### config.mk
export PLATFORM = sky130hd
export DESIGN_NAME = bit_serial_adder
export DESIGN_NICKNAME = d
export VERILOG_FILES = /design/src/rtl/bit_serial_adder.sv
export SDC_FILE = /design/constraint.sdc
export NUM_CORES = 1
export LEC_CHECK = 0
export CORE_MARGIN = 2
export CORE_UTILIZATION = 38
export DETAILED_ROUTE_END_ITERATION = 10
export GPL_TIMING_DRIVEN = 0
export HOLD_SLACK_MARGIN = 0.06
export PLACE_DENSITY_LB_ADDON = 0.25
export SLEW_MARGIN = 5
export SYNTH_ARGS = -nofsm -noshare
export SYNTH_HDL_FRONTEND = slang
export SYNTH_SLANG_ARGS = --single-unit
### constraint.sdc
create_clock -name clk -period 2.4 [get_ports clk]
set_input_delay 0.6 -clock clk [delete_from_list [all_inputs] [get_ports clk]]
set_output_delay 0.6 -clock clk [all_outputs]
set_load 0.01 [all_outputs]
### src/rtl/bit_serial_adder.sv
// -----------------------------------------------------------------------------
// bit_serial_adder
//
// Adds or subtracts two WIDTH-bit operands one bit per clock, LSB first, using
// a single full-adder slice.
//
// Operation:
//   - start (sampled in IDLE) loads the operands and the mode.
//   - WIDTH ADD cycles follow, one per result bit.
//   - A one-cycle DONE state raises done.
//   - The block then returns to IDLE.
//   - Subtraction computes a + ~b + 1.
//
// Ports:
//   clk    in   sole clock, rising edge
//   rst    in   asynchronous, active-high reset
//   start  in   begin an operation (IDLE only)
//   sub    in   0 = a+b, 1 = a-b (sampled with start)
//   a, b   in   WIDTH-bit operands (sampled with start)
//   cin    in   carry-in for add mode (ignored when sub=1)
//   sum    out  registered result, stable from done until the next start
//   cout   out  carry out of MSB (sub mode: 1 = no borrow)
//   ovf    out  signed overflow (carry into MSB ^ carry out of MSB)
//   busy   out  high in ADD and DONE
//   done   out  one-cycle pulse in DONE
// -----------------------------------------------------------------------------
module bit_serial_adder #(
   parameter int WIDTH = 8
) (
   input  logic             clk,
   input  logic             rst,
   input  logic             start,
   input  logic             sub,
   input  logic [WIDTH-1:0] a,
   input  logic [WIDTH-1:0] b,
   input  logic             cin,
   output logic [WIDTH-1:0] sum,
   output logic             cout,
   output logic             ovf,
   output logic             busy,
   output logic             done
);

   localparam int CNT_W = $clog2(WIDTH) + 1;

   typedef enum logic [1:0] {
      S_IDLE,
      S_ADD,
      S_DONE
   } state_t;

   state_t             state_q, state_d;
   logic [WIDTH-1:0]   a_sh_q, a_sh_d;
   logic [WIDTH-1:0]   b_sh_q, b_sh_d;
   logic               carry_q, carry_d;
   logic [CNT_W-1:0]   cnt_q, cnt_d;
   logic [WIDTH-1:0]   sum_q, sum_d;
   logic               cout_q, cout_d;
   logic               ovf_q, ovf_d;

   logic               slice_sum;
   logic               slice_carry;
   logic               last_bit;

   // Full-adder slice on the current LSBs and the running carry.
   assign slice_sum   = a_sh_q[0] ^ b_sh_q[0] ^ carry_q;
   assign slice_carry = (a_sh_q[0] & b_sh_q[0]) | (carry_q & (a_sh_q[0] ^ b_sh_q[0]));
   assign last_bit    = (cnt_q == CNT_W'(WIDTH - 1));

   // ---------------------------------------------------------------------------
   // State register
   // ---------------------------------------------------------------------------
   // NOTE: sequential state uses non-blocking assignments so every flop samples
   // pre-edge values regardless of statement order.
   always_ff @(posedge clk or posedge rst) begin
      if (rst) begin
         state_q <= S_IDLE;
      end else begin
         state_q <= state_d;
      end
   end

   // ---------------------------------------------------------------------------
   // Next-state logic
   // ---------------------------------------------------------------------------
   // NOTE: every combinational output gets a default first so no path leaves it
   // unassigned, which would infer a latch.
   always_comb begin
      state_d = state_q;
      case (state_q)
         S_IDLE:  if (start)    state_d = S_ADD;
         S_ADD:   if (last_bit) state_d = S_DONE;
         S_DONE:  state_d = S_IDLE;
         default: state_d = S_IDLE;
      endcase
   end

   // ---------------------------------------------------------------------------
   // Output logic
   // ---------------------------------------------------------------------------
   always_comb begin
      busy = (state_q != S_IDLE);
      done = (state_q == S_DONE);
   end

   // ---------------------------------------------------------------------------
   // Datapath next values
   // ---------------------------------------------------------------------------
   always_comb begin
      a_sh_d  = a_sh_q;
      b_sh_d  = b_sh_q;
      carry_d = carry_q;
      cnt_d   = cnt_q;
      sum_d   = sum_q;
      cout_d  = cout_q;
      ovf_d   = ovf_q;

      case (state_q)
         S_IDLE: begin
            if (start) begin
               // Subtraction is a + ~b + 1: invert B and force the carry-in.
               a_sh_d  = a;
               b_sh_d  = sub ? ~b : b;
               carry_d = sub ? 1'b1 : cin;
               cnt_d   = '0;
            end
         end

         S_ADD: begin
            sum_d   = {slice_sum, sum_q[WIDTH-1:1]};
            a_sh_d  = {1'b0, a_sh_q[WIDTH-1:1]};
            b_sh_d  = {1'b0, b_sh_q[WIDTH-1:1]};
            carry_d = slice_carry;
            cnt_d   = cnt_q + CNT_W'(1);
            if (last_bit) begin
               // carry_q here is the carry into the MSB.
               cout_d = slice_carry;
               ovf_d  = carry_q ^ slice_carry;
            end
         end

         default: ;
      endcase
   end

   // ---------------------------------------------------------------------------
   // Datapath registers
   // ---------------------------------------------------------------------------
   always_ff @(posedge clk or posedge rst) begin
      if (rst) begin
         a_sh_q  <= '0;
         b_sh_q  <= '0;
         carry_q <= 1'b0;
         cnt_q   <= '0;
         sum_q   <= '0;
         cout_q  <= 1'b0;
         ovf_q   <= 1'b0;
      end else begin
         a_sh_q  <= a_sh_d;
         b_sh_q  <= b_sh_d;
         carry_q <= carry_d;
         cnt_q   <= cnt_d;
         sum_q   <= sum_d;
         cout_q  <= cout_d;
         ovf_q   <= ovf_d;
      end
   end

   assign sum  = sum_q;
   assign cout = cout_q;
   assign ovf  = ovf_q;

endmodule

==> results.sh, run 1 <==
export IMPL_worst_path_buf_inv=2
export IMPL_drive_above_1_share_pct=13.2
export IMPL_die_h_um=70.3
export IMPL_cts_hold_buffers=0
export IMPL_gp_congestion=0.782
export IMPL_fill_cells=394
export IMPL_status="completed"
export IMPL_fp_dieW_um=70.3
export IMPL_grt_pass1_vias=1364
export IMPL_synth_edf_count=0
export IMPL_cts_max_level=2
export IMPL_p_leak_uw=0.000946
export IMPL_wl_per_cell_um=14.2
export IMPL_async_flop_share_pct=100
export IMPL_cp_data_required_time_ps=1800
export IMPL_finalHoldViolations=0
export IMPL_worstHoldStart="sum[0]"
export IMPL_synth_flop_cell="dfrtp_1"
export IMPL_worst_slew_pin_slew_ps=674
export IMPL_crit_chain="buf_4 -> nor2b_1 -> clkdlybuf4s50_1"
export IMPL_setup_viol=0
export IMPL_grt_usage_pct=16.7
export IMPL_cp_max_fo=19
export IMPL_netlist_area_sq_mm=0.00167
export IMPL_critPathLaunch="state_q[1]"
export IMPL_yosysTopAreaCellShare_pct=49.5
export IMPL_cpMaxStageDelayCell="clkdlybuf4s50_1"
export IMPL_preCtsSetupSlack_ps=121
export IMPL_core_area_sq_mm=0.00429
export IMPL_period_needed_ps=2180
export IMPL_layout_setup_ws_ps=215
export IMPL_tns_ps=0
export IMPL_crit_path_end_kind="primary output"
export IMPL_syn_inst=167
export IMPL_final_instance_count_excl_fill=257
export IMPL_mostFrequentLayoutCells="dfrtp_1, clkdlybuf4s50_1, nand2_1"
export IMPL_cts_max_path_buffers=2
export IMPL_clock_root_buffer="clkbuf_8"
export IMPL_ys_ff_latch=33
export IMPL_worstSkewPairLatency_ps=280
export IMPL_area_delta_synth_final_pct=29.6
export IMPL_relSlewSlack_pct=55.0
export IMPL_drt_iter0_drc=72
export IMPL_r2r_start="state_q[1]"
export IMPL_yosysSeqAreaShare_pct=49.5
export IMPL_max_stage_delay_ps=550
export IMPL_row_count=24
export IMPL_worstPathArrival_ps=1580
export IMPL_synth_cell_type_count=29
export IMPL_crit_family="buffers and inverters"
export IMPL_final_common_cell="dfrtp_1"
export IMPL_post_route_period_util_pct=91.0
export IMPL_fmax_mhz=458
export IMPL_dieArea_sq_mm=0.00494
export IMPL_syn_nets=190
export IMPL_io_pin_count=33
export IMPL_min_path_type="flop to flop"
export IMPL_grt_max_degree=34
export IMPL_peakVddDrop_uv=527
export IMPL_viasPerCell=5.20
export IMPL_synth_avg_cell_area_sq_um=9.99
export IMPL_place_inst=250
export IMPL_p_total_uw=2590
export IMPL_hpwlAfterDp_mm=2.60
export IMPL_antenna_found_initial=0
export IMPL_tritoncts="done"
export IMPL_cts_sinks=33
export IMPL_critPathLaunchType="flop"
export IMPL_power_density_mw_per_mm2=1200
export IMPL_rsz0062_at_grt="no"
export IMPL_yosysWarnings=0
export IMPL_cts_made_buffers=5
export IMPL_io_buffers=31
export IMPL_grt_first_pass_wirelength_mm=6.42
export IMPL_worst_setup_path_type="flop to primary output"
export IMPL_postRouteWirelength_mm=3.64
export IMPL_finalClockSkew_ps=1.69
export IMPL_synth_area_leaders="dfrtp_1, nand2_1, a221o_1"
export IMPL_grt_overflow=0
export IMPL_initial_utilization_pct=38.8
export IMPL_path_clk_slew_ps=60
export IMPL_postRouteAntennaNets=0
export IMPL_drv_cap=0
export IMPL_synth_top_cell_by_area="dfrtp_1"
export IMPL_drc=0
export IMPL_firstDrtPassIters=4
export IMPL_diodes=0
export IMPL_via_count=1337
export IMPL_final_nets=227
export IMPL_slew_violations=0
==> per-layer routing <==
metal  GRT usage (%)  up-vias  wire (um)
li1                -      652          -
met1            21.8      648       1660
met2            25.9       31       1730
met3            5.05        6        191
met4            6.62        0         64
met5               0        -          0
==> metrics by stage <==
stage	cell area [sq um]	hold slack [ps]	util, %
after CTS	2170	487	50.4
after detailed placement	2040	471	47.6
final	2160	476	50.3
after global routing	2160	519	50.3
after floorplan	1670	451	-
after global placement	2040	460	47.6
==> synthesized netlist by cell type, types with 2 or more instances <==
cell	count
a21oi_1	10
a221o_1	7
a22o_1	2
a22oi_1	7
buf_2	9
buf_6	2
clkbuf_1	3
dfrtp_1	33
inv_1	9
mux2_2	3
nand2_1	29
nand3_1	2
nor2b_1	11
o21ai_0	11
o32ai_1	7
or2_2	2
xnor2_1	7
xor2_1	2
==> state kept, by name, summed over array words and instances, names as in the netlist <==
name and cells:
state_q 2, a_sh_q 8, sum 8, ovf 1, cout 1, b_sh_q 8, cnt_q 4, carry_q 1
==> final timing paths <==
path / end / slack, ps / depth (start not counted)
worst max-delay path: done / 220 / 3
worst min-delay path: sum[0] / 480 / 2
worst max register to register: cout / 930 / 5
worst min register to register: sum[0] / 480 / 2
max in group asynchronous: state_q[1] / 1190 / 2
min in group asynchronous: sum[6] / 730 / 2
==> cell type report <==
type | instances | area, sq um | area share (%)
buffer | 12 | 72.6 | 3.36
clock buffer | 7 | 86.3 | 4.00
clock inverter | 1 | 30.0 | 1.39
inverter | 9 | 33.8 | 1.56
multi-input combinational | 111 | 729 | 33.8
sequential | 33 | 827 | 38.3
tap | 52 | 65.1 | 3.01
timing repair buffer | 32 | 317 | 14.6
==> cell families after synthesis <==
group	synth area share (%)
AOI/OAI and AO/OA	19.9
xor gates and xnor gates	4.73
adders and majority gates	1.95
buffers and inverters	6.75
DFF	49.5
muxes	2.03
and+or+nand+nor	15.2
==> worst min-delay path, cell delays in order (launching register included) <==
cell	delay, ps
dfrtp_1	340
nand2_1	50
nand2_1	50
==> what timing repair did <==
action                     CTS  global route
setup buffers                1             0
gates cloned                 0             0
gates resized for setup      3             0
setup endpoints to repair    2             1
==> power by group <==
part	switching, uW	leakage (uW)	internal (uW)	total (uW)
Sequential	178	0.000427	785	964
Clock	198	0.0000585	338	536
Combinational	549	0.000461	543	1090
Power figures use the tool's default switching activity.
==> inputs of run 2 (changes only) <==
Settings changed: CORE_UTILIZATION 38 to 55, SETUP_SLACK_MARGIN set to 0.02, SLEW_MARGIN 5 to 30.
==> run 2 against run 1 <==
  * Critical path depth unchanged
  * Maximum frequency down 6.0%
  * Global-route usage up 6.6 points
  * First-iteration DRC count up 18%
  * Non-clock buffer count unchanged
  * Cell count down 8.2%
  * Clock power down 18%
  * Count of clock-buffer cells in the layout unchanged
  * Sequential cell count unchanged
  * Setup slack worse by 140 ps
  * Sequential share of layout area up 1.0 points
  * Highest routed layer unchanged
==> results.sh, run 2 (synthesized netlist as in run 1, its figures left out) <==
export IMPL_r2r_start="state_q[0]"
export IMPL_layout_setup_ws_ps=75.8
export IMPL_worstHoldStart="sum[0]"
export IMPL_cp_data_required_time_ps=1800
export IMPL_worstRegToRegCells=5
export IMPL_p_total_uw=2510
export IMPL_cts_made_buffers=5
export IMPL_setup_viol=0
export IMPL_finalInstanceArea_sq_mm=0.00210
export IMPL_firstDrtPassIters=4
export IMPL_slew_violations=0
export IMPL_worstPathArrival_ps=1720
export IMPL_postRouteAntennaNets=0
export IMPL_path_clk_slew_ps=100
export IMPL_row_count=19
export IMPL_worst_slew_pin_slew_ps=688
export IMPL_area_delta_synth_final_pct=26.2
export IMPL_postRouteWirelength_mm=3.65
export IMPL_rsz0062_at_grt="no"
export IMPL_core_area_sq_mm=0.00283
export IMPL_io_pin_count=33
export IMPL_grt_first_pass_wirelength_mm=6.10
export IMPL_critPathLaunch="state_q[1]"
export IMPL_fp_dieW_um=59.1
export IMPL_relSlewSlack_pct=54.1
export IMPL_via_count=1373
export IMPL_viasPerCell=5.82
export IMPL_swShare_pct=36.9
export IMPL_grt_pass1_vias=1368
export IMPL_finalClockSkew_ps=10.2
export IMPL_power_density_mw_per_mm2=1190
export IMPL_seqPwrFrac_pct=38.4
export IMPL_peakVddDrop_uv=684
export IMPL_worstSkewPairLatency_ps=350
export IMPL_tritoncts="done"
export IMPL_antenna_found_initial=0
export IMPL_period_needed_ps=2320
export IMPL_finalHoldViolations=0
export IMPL_worst_setup_path_type="flop to primary output"
export IMPL_internal_power_uw=1580
export IMPL_tns_ps=0
export IMPL_drive_above_1_share_pct=13.2
export IMPL_cts_hold_buffers=0
export IMPL_placed_area_sq_mm=0.00202
export IMPL_grt_overflow=0
export IMPL_final_common_cell="dfrtp_1"
export IMPL_die_h_um=59.1
export IMPL_p_switching_uw=927
export IMPL_cts_max_path_buffers=2
export IMPL_preCtsSetupSlack_ps=61.6
export IMPL_min_path_type="flop to flop"
export IMPL_fmax_mhz=430
export IMPL_critPathLaunchType="flop"
export IMPL_gp_congestion=0.815
export IMPL_drt_iter0_drc=85
export IMPL_cts_max_level=2
export IMPL_post_route_period_util_pct=96.8
export IMPL_cp_max_fo=19
export IMPL_drv_cap=0
export IMPL_crit_path_end_kind="primary output"
export IMPL_grt_max_degree=34
export IMPL_drc=0
export IMPL_initial_utilization_pct=59.0
export IMPL_hpwlAfterDp_mm=2.57
export IMPL_pwr_share_clk_pct=17.6
export IMPL_wl_per_cell_um=15.4
export IMPL_clock_root_buffer="clkbuf_4"
export IMPL_grt_usage_pct=23.3
export IMPL_power_frac_comb_pct=44.1
export IMPL_whs_path_depth=2
export IMPL_cts_sinks=33
export IMPL_status="completed"
export IMPL_final_nets=227
export IMPL_p_leak_uw=0.000934
export IMPL_io_buffers=31
export IMPL_dieArea_sq_mm=0.00349
export IMPL_diodes=0
export IMPL_mostFrequentLayoutCells="dfrtp_1, clkdlybuf4s50_1, nand2_1"
==> run 2: changes by cell type in the layout (fill, tap and decap cells not counted), sizes merged <==
cell | previous run | this run
dlygate4sd2 | 1 | 0
clkdlybuf4s50 | 30 | 31
==> run 2: final cells by class <==
class | instances | area [sq um]
Sequential cell | 33 | 827
Multi-Input combinational cell | 111 | 729
Fill cell | 206 | 724
Timing Repair Buffer | 32 | 318
Buffer | 12 | 72.6
Clock buffer | 7 | 55.1
Tap cell | 31 | 38.8
Inverter | 9 | 33.8
Clock inverter | 1 | 30.0
==> run 2: power by group through the flow <==
stage                     clock network [uW]  logic, uW  registers (uW)
after floorplan                            0        711             966
after global placement                     0       1060             961
after detailed placement                   0       1100             976
after CTS                                445       1110             960
after global routing                     471       1230             995
final                                    440       1110             964
==> run 2: path summary, 6_finish.rpt <==
kind                       slack (ps)    endpoint
setup / recovery                   80        busy
hold / removal                    490      sum[0]
setup reg to reg                  910         ovf
hold reg to reg                   490      sum[0]
max in group asynchronous        1250  state_q[1]
min in group asynchronous         670      sum[3]
==> run 2: through the flow <==
stage | util (%) | std cells | hold WS, ps
finish | 74.4 | 236 | 490
detailed placement | 71.3 | 229 | 474
global placement | 71.3 | 229 | 456
floorplan | - | 167 | 451
global route | 74.4 | 236 | 535
CTS | 74.4 | 236 | 500
==> run 2: repair_timing <==
item	CTS	global route
endpoints found under the setup margin	2	0
buffers inserted	1	0
gates resized for setup	2	0
==> run 2: layer usage <==
| metal | track usage (%) | vias to the layer above | wire [um] |
|---|---|---|---|
| met1 | 29.0 | 665 | 1600 |
| met2 | 38.1 | 43 | 1820 |
| met3 | 7.21 | 11 | 155 |
| met5 | 0 | - | 0 |
| met4 | 9.09 | 0 | 76 |
| li1 | - | 654 | - |
==> run 2: critical path, cell delays in order, from the launching register on <==
cell and delay (ps):
dfrtp_2 420, buf_4 200, or2_2 280, clkdlybuf4s50_1 470
